$ cat src/rtl/wb_pkg.sv
// Shared definitions for the register-file write-back stage.
//   NREGS/AW/DW : register count, address width, data width.
//   wb_req_t    : one write-back request (valid, destination, data).
//   dest_onehot : decodes a destination into a per-register one-hot when enabled.
package wb_pkg;

   localparam int unsigned NREGS = 8;
   localparam int unsigned AW    = 3;
   localparam int unsigned DW    = 32;

   typedef struct packed {
      logic          valid;
      logic [AW-1:0] dest;
      logic [DW-1:0] data;
   } wb_req_t;

   function automatic logic [NREGS-1:0] dest_onehot(input logic en, input logic [AW-1:0] dest);
      dest_onehot = '0;
      if (en) dest_onehot[dest] = 1'b1;
   endfunction

endpackage

$ cat src/rtl/wb_load_fifo.sv
// Load-result FIFO between the load unit and the write-back arbiter.
//   clk, reset            : clock, synchronous active-high reset (empties the FIFO)
//   push, push_dest/data  : enqueue one load result (ignored when full)
//   pop                   : discard/consume the head entry (ignored when empty)
//   head_dest, head_data  : oldest entry, meaningful only while !empty
//   count, full, empty    : occupancy status, all from registered state
// QDEPTH must be a power of two and at least 2 so the pointers wrap naturally.
module wb_load_fifo
   import wb_pkg::*;
#(
   parameter int unsigned QDEPTH = 4,
   localparam int unsigned CW    = $clog2(QDEPTH) + 1
) (
   input  logic          clk,
   input  logic          reset,
   input  logic          push,
   input  logic [AW-1:0] push_dest,
   input  logic [DW-1:0] push_data,
   input  logic          pop,
   output logic [AW-1:0] head_dest,
   output logic [DW-1:0] head_data,
   output logic [CW-1:0] count,
   output logic          full,
   output logic          empty
);

   localparam int unsigned PW = $clog2(QDEPTH);

   typedef struct packed {
      logic [AW-1:0] dest;
      logic [DW-1:0] data;
   } entry_t;

   entry_t        mem_q [QDEPTH];
   logic [PW-1:0] wr_ptr_q, rd_ptr_q;
   logic [CW-1:0] count_q;
   logic          do_push, do_pop;

   assign full    = (count_q == CW'(QDEPTH));
   assign empty   = (count_q == '0);
   assign do_push = push & ~full;
   assign do_pop  = pop & ~empty;

   always_ff @(posedge clk) begin
      if (reset) begin
         wr_ptr_q <= '0;
         rd_ptr_q <= '0;
         count_q  <= '0;
      end else begin
         if (do_push) wr_ptr_q <= wr_ptr_q + 1'b1;
         if (do_pop)  rd_ptr_q <= rd_ptr_q + 1'b1;
         if (do_push && !do_pop)      count_q <= count_q + 1'b1;
         else if (do_pop && !do_push) count_q <= count_q - 1'b1;
      end
   end

   // Storage needs no reset: entries are only visible through the pointers.
   always_ff @(posedge clk) begin
      if (do_push) mem_q[wr_ptr_q] <= '{dest: push_dest, data: push_data};
   end

   assign head_dest = mem_q[rd_ptr_q].dest;
   assign head_data = mem_q[rd_ptr_q].data;
   assign count     = count_q;

endmodule

$ cat src/rtl/regfile_wb_arbiter.sv
// Write-back arbiter in front of the two-write-port register file.
//   clk, reset                 : clock, synchronous active-high reset
//   alu0_*, alu1_*             : per-bundle-slot results, no backpressure
//   ld_valid/dest/data, ld_ready : load results, always buffered in the FIFO
//   rf_regWrite1/2, rf_writeData_1/2 : port enables and data (registered)
//   rf_dec, rf_sel             : per-register write enable and port-2 select
//   wb_conflict                : slot 0 dropped because slot 1 hit the same register
//   ld_squash                  : FIFO head discarded because an ALU wrote its register
//   q_count                    : FIFO occupancy
module regfile_wb_arbiter
   import wb_pkg::*;
#(
   parameter int unsigned QDEPTH = 4
) (
   input  logic             clk,
   input  logic             reset,
   input  logic             alu0_valid,
   input  logic [AW-1:0]    alu0_dest,
   input  logic [DW-1:0]    alu0_data,
   input  logic             alu1_valid,
   input  logic [AW-1:0]    alu1_dest,
   input  logic [DW-1:0]    alu1_data,
   input  logic             ld_valid,
   input  logic [AW-1:0]    ld_dest,
   input  logic [DW-1:0]    ld_data,
   output logic             ld_ready,
   output logic             rf_regWrite1,
   output logic             rf_regWrite2,
   output logic [DW-1:0]    rf_writeData_1,
   output logic [DW-1:0]    rf_writeData_2,
   output logic [NREGS-1:0] rf_dec,
   output logic [NREGS-1:0] rf_sel,
   output logic             wb_conflict,
   output logic             ld_squash,
   output logic [AW:0]      q_count
);

   localparam int unsigned CW = $clog2(QDEPTH) + 1;

   wb_req_t       alu0, alu1, ld_in;
   logic [AW-1:0] head_dest;
   logic [DW-1:0] head_data;
   logic [CW-1:0] fifo_count;
   logic          fifo_full, fifo_empty;
   logic          push, pop;

   assign alu0  = '{valid: alu0_valid, dest: alu0_dest, data: alu0_data};
   assign alu1  = '{valid: alu1_valid, dest: alu1_dest, data: alu1_data};
   assign ld_in = '{valid: ld_valid, dest: ld_dest, data: ld_data};

   // Registered count only: a pop on this edge does not open a slot until the next cycle.
   assign ld_ready = ~reset & ~fifo_full;
   assign push     = ld_in.valid & ld_ready;

   wb_load_fifo #(
      .QDEPTH (QDEPTH)
   ) u_fifo (
      .clk       (clk),
      .reset     (reset),
      .push      (push),
      .push_dest (ld_in.dest),
      .push_data (ld_in.data),
      .pop       (pop),
      .head_dest (head_dest),
      .head_data (head_data),
      .count     (fifo_count),
      .full      (fifo_full),
      .empty     (fifo_empty)
   );

   logic          conflict, alu0_win, head_valid, squash, ld_issue;
   logic          wr1_d, wr2_d;
   logic [AW-1:0] dest1_d, dest2_d;
   logic [DW-1:0] data1_d, data2_d;

   always_comb begin
      head_valid = ~fifo_empty;
      conflict   = alu0.valid & alu1.valid & (alu0.dest == alu1.dest);
      alu0_win   = alu0.valid & ~conflict;
      // An ALU result to the same register is younger than any queued load.
      squash     = head_valid & ((alu0.valid & (head_dest == alu0.dest)) |
                                 (alu1.valid & (head_dest == alu1.dest)));
      ld_issue   = head_valid & ~squash & ~(alu0_win & alu1.valid);

      wr1_d   = 1'b0;
      dest1_d = '0;
      data1_d = '0;
      wr2_d   = 1'b0;
      dest2_d = '0;
      data2_d = '0;

      if (alu0_win) begin
         wr1_d   = 1'b1;
         dest1_d = alu0.dest;
         data1_d = alu0.data;
      end else if (ld_issue) begin
         wr1_d   = 1'b1;
         dest1_d = head_dest;
         data1_d = head_data;
      end

      if (alu1.valid) begin
         wr2_d   = 1'b1;
         dest2_d = alu1.dest;
         data2_d = alu1.data;
      end else if (ld_issue && alu0_win) begin
         wr2_d   = 1'b1;
         dest2_d = head_dest;
         data2_d = head_data;
      end
   end

   assign pop = squash | ld_issue;

   logic             wr1_q, wr2_q, conflict_q, squash_q;
   logic [DW-1:0]    data1_q, data2_q;
   logic [NREGS-1:0] dec_q, sel_q;

   always_ff @(posedge clk) begin
      if (reset) begin
         wr1_q      <= 1'b0;
         wr2_q      <= 1'b0;
         data1_q    <= '0;
         data2_q    <= '0;
         dec_q      <= '0;
         sel_q      <= '0;
         conflict_q <= 1'b0;
         squash_q   <= 1'b0;
      end else begin
         wr1_q      <= wr1_d;
         wr2_q      <= wr2_d;
         data1_q    <= data1_d;
         data2_q    <= data2_d;
         dec_q      <= dest_onehot(wr1_d, dest1_d) | dest_onehot(wr2_d, dest2_d);
         sel_q      <= dest_onehot(wr2_d, dest2_d);
         conflict_q <= conflict;
         squash_q   <= squash;
      end
   end

   // Conflict resolution and squashing together keep the two ports on distinct registers.
   always_ff @(posedge clk) begin
      if (!reset) begin
         assert (!(wr1_d && wr2_d && (dest1_d == dest2_d)));
      end
   end

   assign rf_regWrite1   = wr1_q;
   assign rf_regWrite2   = wr2_q;
   assign rf_writeData_1 = data1_q;
   assign rf_writeData_2 = data2_q;
   assign rf_dec         = dec_q;
   assign rf_sel         = sel_q;
   assign wb_conflict    = conflict_q;
   assign ld_squash      = squash_q;
   assign q_count        = (AW + 1)'(fifo_count);

endmodule
$ cat config.mk
export PLATFORM = sky130hd
export DESIGN_NAME = regfile_wb_arbiter
export DESIGN_NICKNAME = d
export VERILOG_FILES = /design/src/rtl/wb_pkg.sv /design/src/rtl/wb_load_fifo.sv /design/src/rtl/regfile_wb_arbiter.sv
export SDC_FILE = /design/constraint.sdc
export NUM_CORES = 1
export LEC_CHECK = 0
export CAP_MARGIN = 15
export CORE_MARGIN = 2
export CORE_UTILIZATION = 54
export DETAILED_ROUTE_END_ITERATION = 12
export PLACE_DENSITY = 0.85
export SYNTH_ARGS = -nofsm -noshare
export SYNTH_HDL_FRONTEND = slang
export SYNTH_SLANG_ARGS = --single-unit
export TNS_END_PERCENT = 1
$ cat constraint.sdc
create_clock -name clk -period 4.7 [get_ports clk]
set_clock_uncertainty 0.2 [all_clocks]
set_input_delay 0.705 -clock clk [delete_from_list [all_inputs] [get_ports clk]]
set_output_delay 0.705 -clock clk [all_outputs]
set_load 0.005 [all_outputs]
# Yosys cells after proc, flatten, opt, wreduce, memory -nomap -nowiden
# Memory sizes are Yosys's and may differ from the RTL's. A register that Yosys moved wholly into a read port is not among the register bits.
# Cells that the tools add are included.
[op_classes]
n_addsub = 4
n_lt_le_gt_ge = 4
eq_ne = 4
muxes = 26
bitwise_logic = 22
n_reduce_logical = 9
[op_table]
columns = ["cell", "n"]
rows = [
  ["$mux 32", 4],
  ["$mux 8", 4],
  ["$mux 3", 6],
  ["$and 1x1->1", 13],
  ["$eq 3x3->1", 3],
  ["$lt 3x4->1 const B", 2],
  ["$mux 1", 8],
  ["$or 8x8->8", 1],
  ["$demux 1 s3", 2],
  ["$ge 3x1->1 const B", 2],
  ["$not 1->1", 6],
  ["$logic_and 1x1->1", 5],
  ["$add 2x1->2 const B", 2],
  ["$mux 2", 2],
  ["$add 3x1->3 const B", 1],
  ["$eq 3x3->1 const B", 1],
  ["$logic_not 3->1", 1],
  ["$sub 3x1->3 const B", 1],
  ["$logic_not 1->1", 2],
  ["$or 1x1->1", 2],
  ["$reduce_bool 2->1", 1],
]
[word_totals]
reg_bits = 91
ram_bits = 140
output_inout_bits = 89
n_memories = 1
[memory_table]
columns = ["name", "depth", "word_bits", "rd", "rd_clocked_by_memory_dff", "write_ports", "line", "source"]
rows = [
  ["u_fifo.mem_q", 4, 35, 1, 1, 1, "wb_load_fifo.sv:34", "entry_t mem_q [QDEPTH];"],
]

# Logic depth before layout (Yosys ltp)
[depth]
ltp_word = 17
mapped_depth = 13
ltp_nobuf = 11

# Hierarchy
# A second synthesis with hierarchy kept.
[unflattened]
hier_cells = 551
hier_area_um2 = 8911.0
[by_module_without_submodules]
columns = ["module", "instances", "cells_per_inst", "area_each_um2"]
rows = [
  ["wb_load_fifo", 1, 231, 5554.1],
  ["regfile_wb_arbiter", 1, 320, 3357.0],
]

# Worst setup path before layout
# Ideal clock, no wire load.
[synth_path]
path_kind = "flip-flop to flip-flop"
from = "reg (tool-made name)"
to = "reg u_fifo.count_q[2] (netlist: u_fifo.count[2])"
setup_time_ns = 0.071
arrival_ns = 2.788
required_ns = 4.429
path_slack_ns = 1.641
path_stages_with_launch = 14
path_buffers = 2
path_cell_list = "dfxtp_1 buf_4 mux4_2 buf_4 xnor2_1 nand4_1 a31oi_2 inv_1 ha_1 inv_1 fa_1 xor2_1 or3_1 a21oi_1"
[synth_lines]
columns = ["item", "line", "source"]
rows = [
  ["end signal: assignment", "wb_load_fifo.sv:52", "if (do_push && !do_pop) count_q <= count_q + 1'b1;"],
  ["end signal: assignment", "wb_load_fifo.sv:53", "else if (do_pop && !do_push) count_q <= count_q - 1'b1;"],
  ["end: declaration", "wb_load_fifo.sv:36", "logic [CW-1:0] count_q;"],
]

==> impl_metrics.toml <==
[global_route]
number_of_antenna_violations_at_the_first_check_in_global_routing = 0
grt_util_all_layers_pct = 24.0
grt_start_max_net_pins = 53
grt_pass1_vias = 5777
globalRoute.totalOverflow = 0
grt_pass1_wl_mm = 30.7

[routing]
routed_wirelength_mm = 20.6
drt_first_pass_iters = 7
detail_route.iter0.violations = 481
post_drt_wl_per_cell_microns = 20.4
route.antenna.remaining_nets = 0
drt_drc_violations_left = 0
detailroute.via_count = 5676
vias_per_cell = 5.65

[setup_path]
required_time_worst_endpoint_ps = 4900
register_to_register_setup_slack_ps = 1020
cp_data_arrival_time_ps = 3880
path_class = "flop to flop"
timing.critical_path.to_type = "flop"
crit-reg2reg-capture = "rf_dec[1]"
path_max_fanout = 37
cp-start-kind = "flop"
worstRegToRegCells = 7

[clocking]
tritoncts_num_sinks = 233
path_clk_slew_ps = 60
htreeDepth = 1
number_of_gates_resized_after_cts = 0
cts_max_path_buffers = 3
cts_hold_repair.buffers = 0
worst_skew_pair.late_latency_ps = 510
cts_tree = "done"
cts_setup_buffers = 0
cts_made_buffers = 23
root_buffer = "sky130_fd_sc_hd__clkbuf_16"

[cells_and_area]
finish.instance_area_sq_mm = 0.0114
design.final.nets = 887
post_layout_nonfiller_instances = 1005
area_delta_synth_final_pct = 33.3
final_layout_size_suffix_gt1_share_pct = 11.7

[power]
netSwitchingPower_mw = 1.50
clock_power_share_pct = 31.3
power.share.switching_pct = 27.0
vdd_drop_max_mv = 0.380
pwr-share-comb_pct = 24.6
cellInternalPower_mw = 4.05
power.density_mw_per_mm2 = 486
total_leakage_power_nw = 3.93
p_seq_share_pct = 44.1

[floorplan]
initial_standard_cell_utilization_of_the_core_pct = 54.5
ios = 199
floorplan.die_area_sq_mm = 0.0169
design.core.area_sq_mm = 0.0157
placement_rows = 46
die_h_microns = 130
die-width_microns = 130

[placement]
place_congestion = 0.834
dp.cells = 962
placement_stage_cell_area_sq_mm = 0.0107
dp_hpwl_mm = 13.4
portBuffers = 197

[synth]
ys_dominant_reg_cell = "sky130_fd_sc_hd__edfxtp_1"
edff_count_synth = 140
main_combinational_cell_family_by_area_after_synthesis = "multiplexers"
adder_cell_area_share_of_the_yosys_netlist_pct = 0.965
xor_xnor_portion_of_the_synthesized_cell_area_pct = 1.33
syn-instance-count = 580
total_of_flip_flops_plus_latches_after_synthesis = 233
syn_area_per_cell_sq_um = 14.8
async_reset_ff_share_pct = 0
synthMuxAreaShare_pct = 9.44
synth-compound-area-share_pct = 7.66
netlist_area_sq_mm = 0.00856
syn_nets = 696
synthSimpleGateAreaFrac_pct = 7.48
ys_types = 48
ys_warn_count = 0
synth.yosys.seq_area_share_pct = 70.9

[sta]
post-route-min-period_ps = 3680
max_slew_margin_pct = 28.4
maxSlewViolCount = 0
min_period_over_period_pct = 78.3
timing.fmax_ghz = 0.272
rsz0062_at_grt = "false"
timing.setup.tns_ps = 0
final_hold_viol_count = 0
setup_violations = 0
tightestPinTransition_ps = 1070

[worst_hold_path]
hp-class = "flop to flop"
hold_path_startpoint = "u_fifo.rd_ptr_q[0]"
hold_depth = 2

[run_status]
status = "completed"

[job]
max_cap_viol_count = 0
layout make-up:
type	instances	area, sq um
fill	1003	4300
timing repair buffer	202	2000
clock inverter	11	82.6
sequential	233	6070
tap	216	270
clock buffer	31	637
multi-input combinational	303	2320
inverter	8	30.0
antenna	1	2.50
layer usage:
| metal | share of wire (%) | vias to the layer above | global-route usage [%] |
|---|---|---|---|
| li1 | - | 2544 | - |
| met3 | 7.1 | 50 | 3.81 |
| met4 | 2.5 | 0 | 7.84 |
| met5 | 0 | - | 0 |
| met1 | 39 | 2802 | 30.3 |
| met2 | 52 | 280 | 42.7 |
how the worst max path moves through the flow:
stage	end	from	slack, ps	cells after the start
detailed placement	rf_dec[1]	flop	1040	7
floorplan	u_fifo.count[2]	flop	1640	13
finish	rf_dec[1]	flop	1020	7
global placement	rf_dec[5]	flop	1180	7
global route	rf_dec[1]	flop	780	7
CTS	rf_dec[1]	flop	1030	7
cell usage after synthesis (4+ instances only):
cell type | instances | area, sq um
sky130_fd_sc_hd__a22oi_1 | 34 | 255
sky130_fd_sc_hd__nand2_1 | 67 | 251
sky130_fd_sc_hd__xnor2_1 | 11 | 96.3
sky130_fd_sc_hd__nor3_1 | 9 | 45.0
sky130_fd_sc_hd__nor2_1 | 49 | 184
sky130_fd_sc_hd__nand3b_1 | 4 | 30.0
sky130_fd_sc_hd__clkbuf_1 | 24 | 90.1
sky130_fd_sc_hd__mux4_2 | 35 | 788
sky130_fd_sc_hd__o32ai_1 | 4 | 35.0
sky130_fd_sc_hd__ha_1 | 5 | 62.6
sky130_fd_sc_hd__o22ai_1 | 4 | 25.0
sky130_fd_sc_hd__inv_1 | 7 | 26.3
sky130_fd_sc_hd__buf_4 | 6 | 45.0
sky130_fd_sc_hd__edfxtp_1 | 140 | 4200
sky130_fd_sc_hd__nand3_1 | 4 | 20.0
sky130_fd_sc_hd__and3_1 | 4 | 25.0
sky130_fd_sc_hd__a21oi_1 | 37 | 185
sky130_fd_sc_hd__dfxtp_1 | 93 | 1860
sky130_fd_sc_hd__buf_1 | 4 | 15.0
cell families (layout without fill, tap and decap cells):
| family | count (synthesis) | in the layout |
|---|---|---|
| AO/OA/AOI/OAI | 96 | 96 |
| XOR/XNOR | 13 | 13 |
| adder cells (fa/ha/maj) | 6 | 6 |
| buffers and inverters | 44 | 252 |
| flip-flops | 233 | 233 |
| multiplexers | 37 | 37 |
| other | 1 | 2 |
| AND/OR/NAND/NOR | 150 | 150 |
layout by cell type (no fill, tap or decap), drive strengths merged, types with 7 or more instances in the layout:
cell type	synthesis	layout
clkinv	0	8
edfxtp	140	140
buf	12	7
clkbuf	24	31
nor3	9	9
mux4	35	35
nand2	67	67
xnor2	11	11
nor2	49	49
dfxtp	93	93
inv	8	9
a21oi	37	37
a22oi	34	34
clkdlybuf4s50	0	195
critical path: stages, from the launching register on:
cell and delay [ps]:
sky130_fd_sc_hd__dfxtp_2 350, sky130_fd_sc_hd__buf_4 330, sky130_fd_sc_hd__mux4_2 650, sky130_fd_sc_hd__xnor2_1 220
sky130_fd_sc_hd__a31oi_4 890, sky130_fd_sc_hd__a22oi_1 160, sky130_fd_sc_hd__or2_0 400, sky130_fd_sc_hd__o32ai_1 360
per-stage QoR:
stage               total power, mW  hold slack, ps  setup WS (ps)  utilization (%)
detailed placement             3.85             318           1040             68.0
finish                         5.55             330           1020             72.6
floorplan                      3.30             299           1640                -
global placement               3.79             306           1180             68.0
global route                   5.77             384            782             72.6
CTS                            5.57             331           1030             72.6
power by group through the flow:
stage / logic [mW] / registers (mW) / clock network, mW
after global routing: 1.48 / 2.46 / 1.83
after CTS: 1.37 / 2.45 / 1.75
after floorplan: 0.831 / 2.47 / 0
final: 1.36 / 2.45 / 1.73
after global placement: 1.32 / 2.48 / 0
after detailed placement: 1.36 / 2.49 / 0
registers in the layout, summed over array words and instances (netlist names), named ones only:
name / flops
u_fifo.wr_ptr_q: 2
rf_writeData_1: 32
ld_squash: 1
wb_conflict: 1
u_fifo.mem_q: 140
rf_regWrite1: 1
u_fifo.rd_ptr_q: 2
u_fifo.count: 3
rf_regWrite2: 1
rf_writeData_2: 32
rf_sel: 8
rf_dec: 8
No activity file was read; power rests on OpenSTA's default activity.
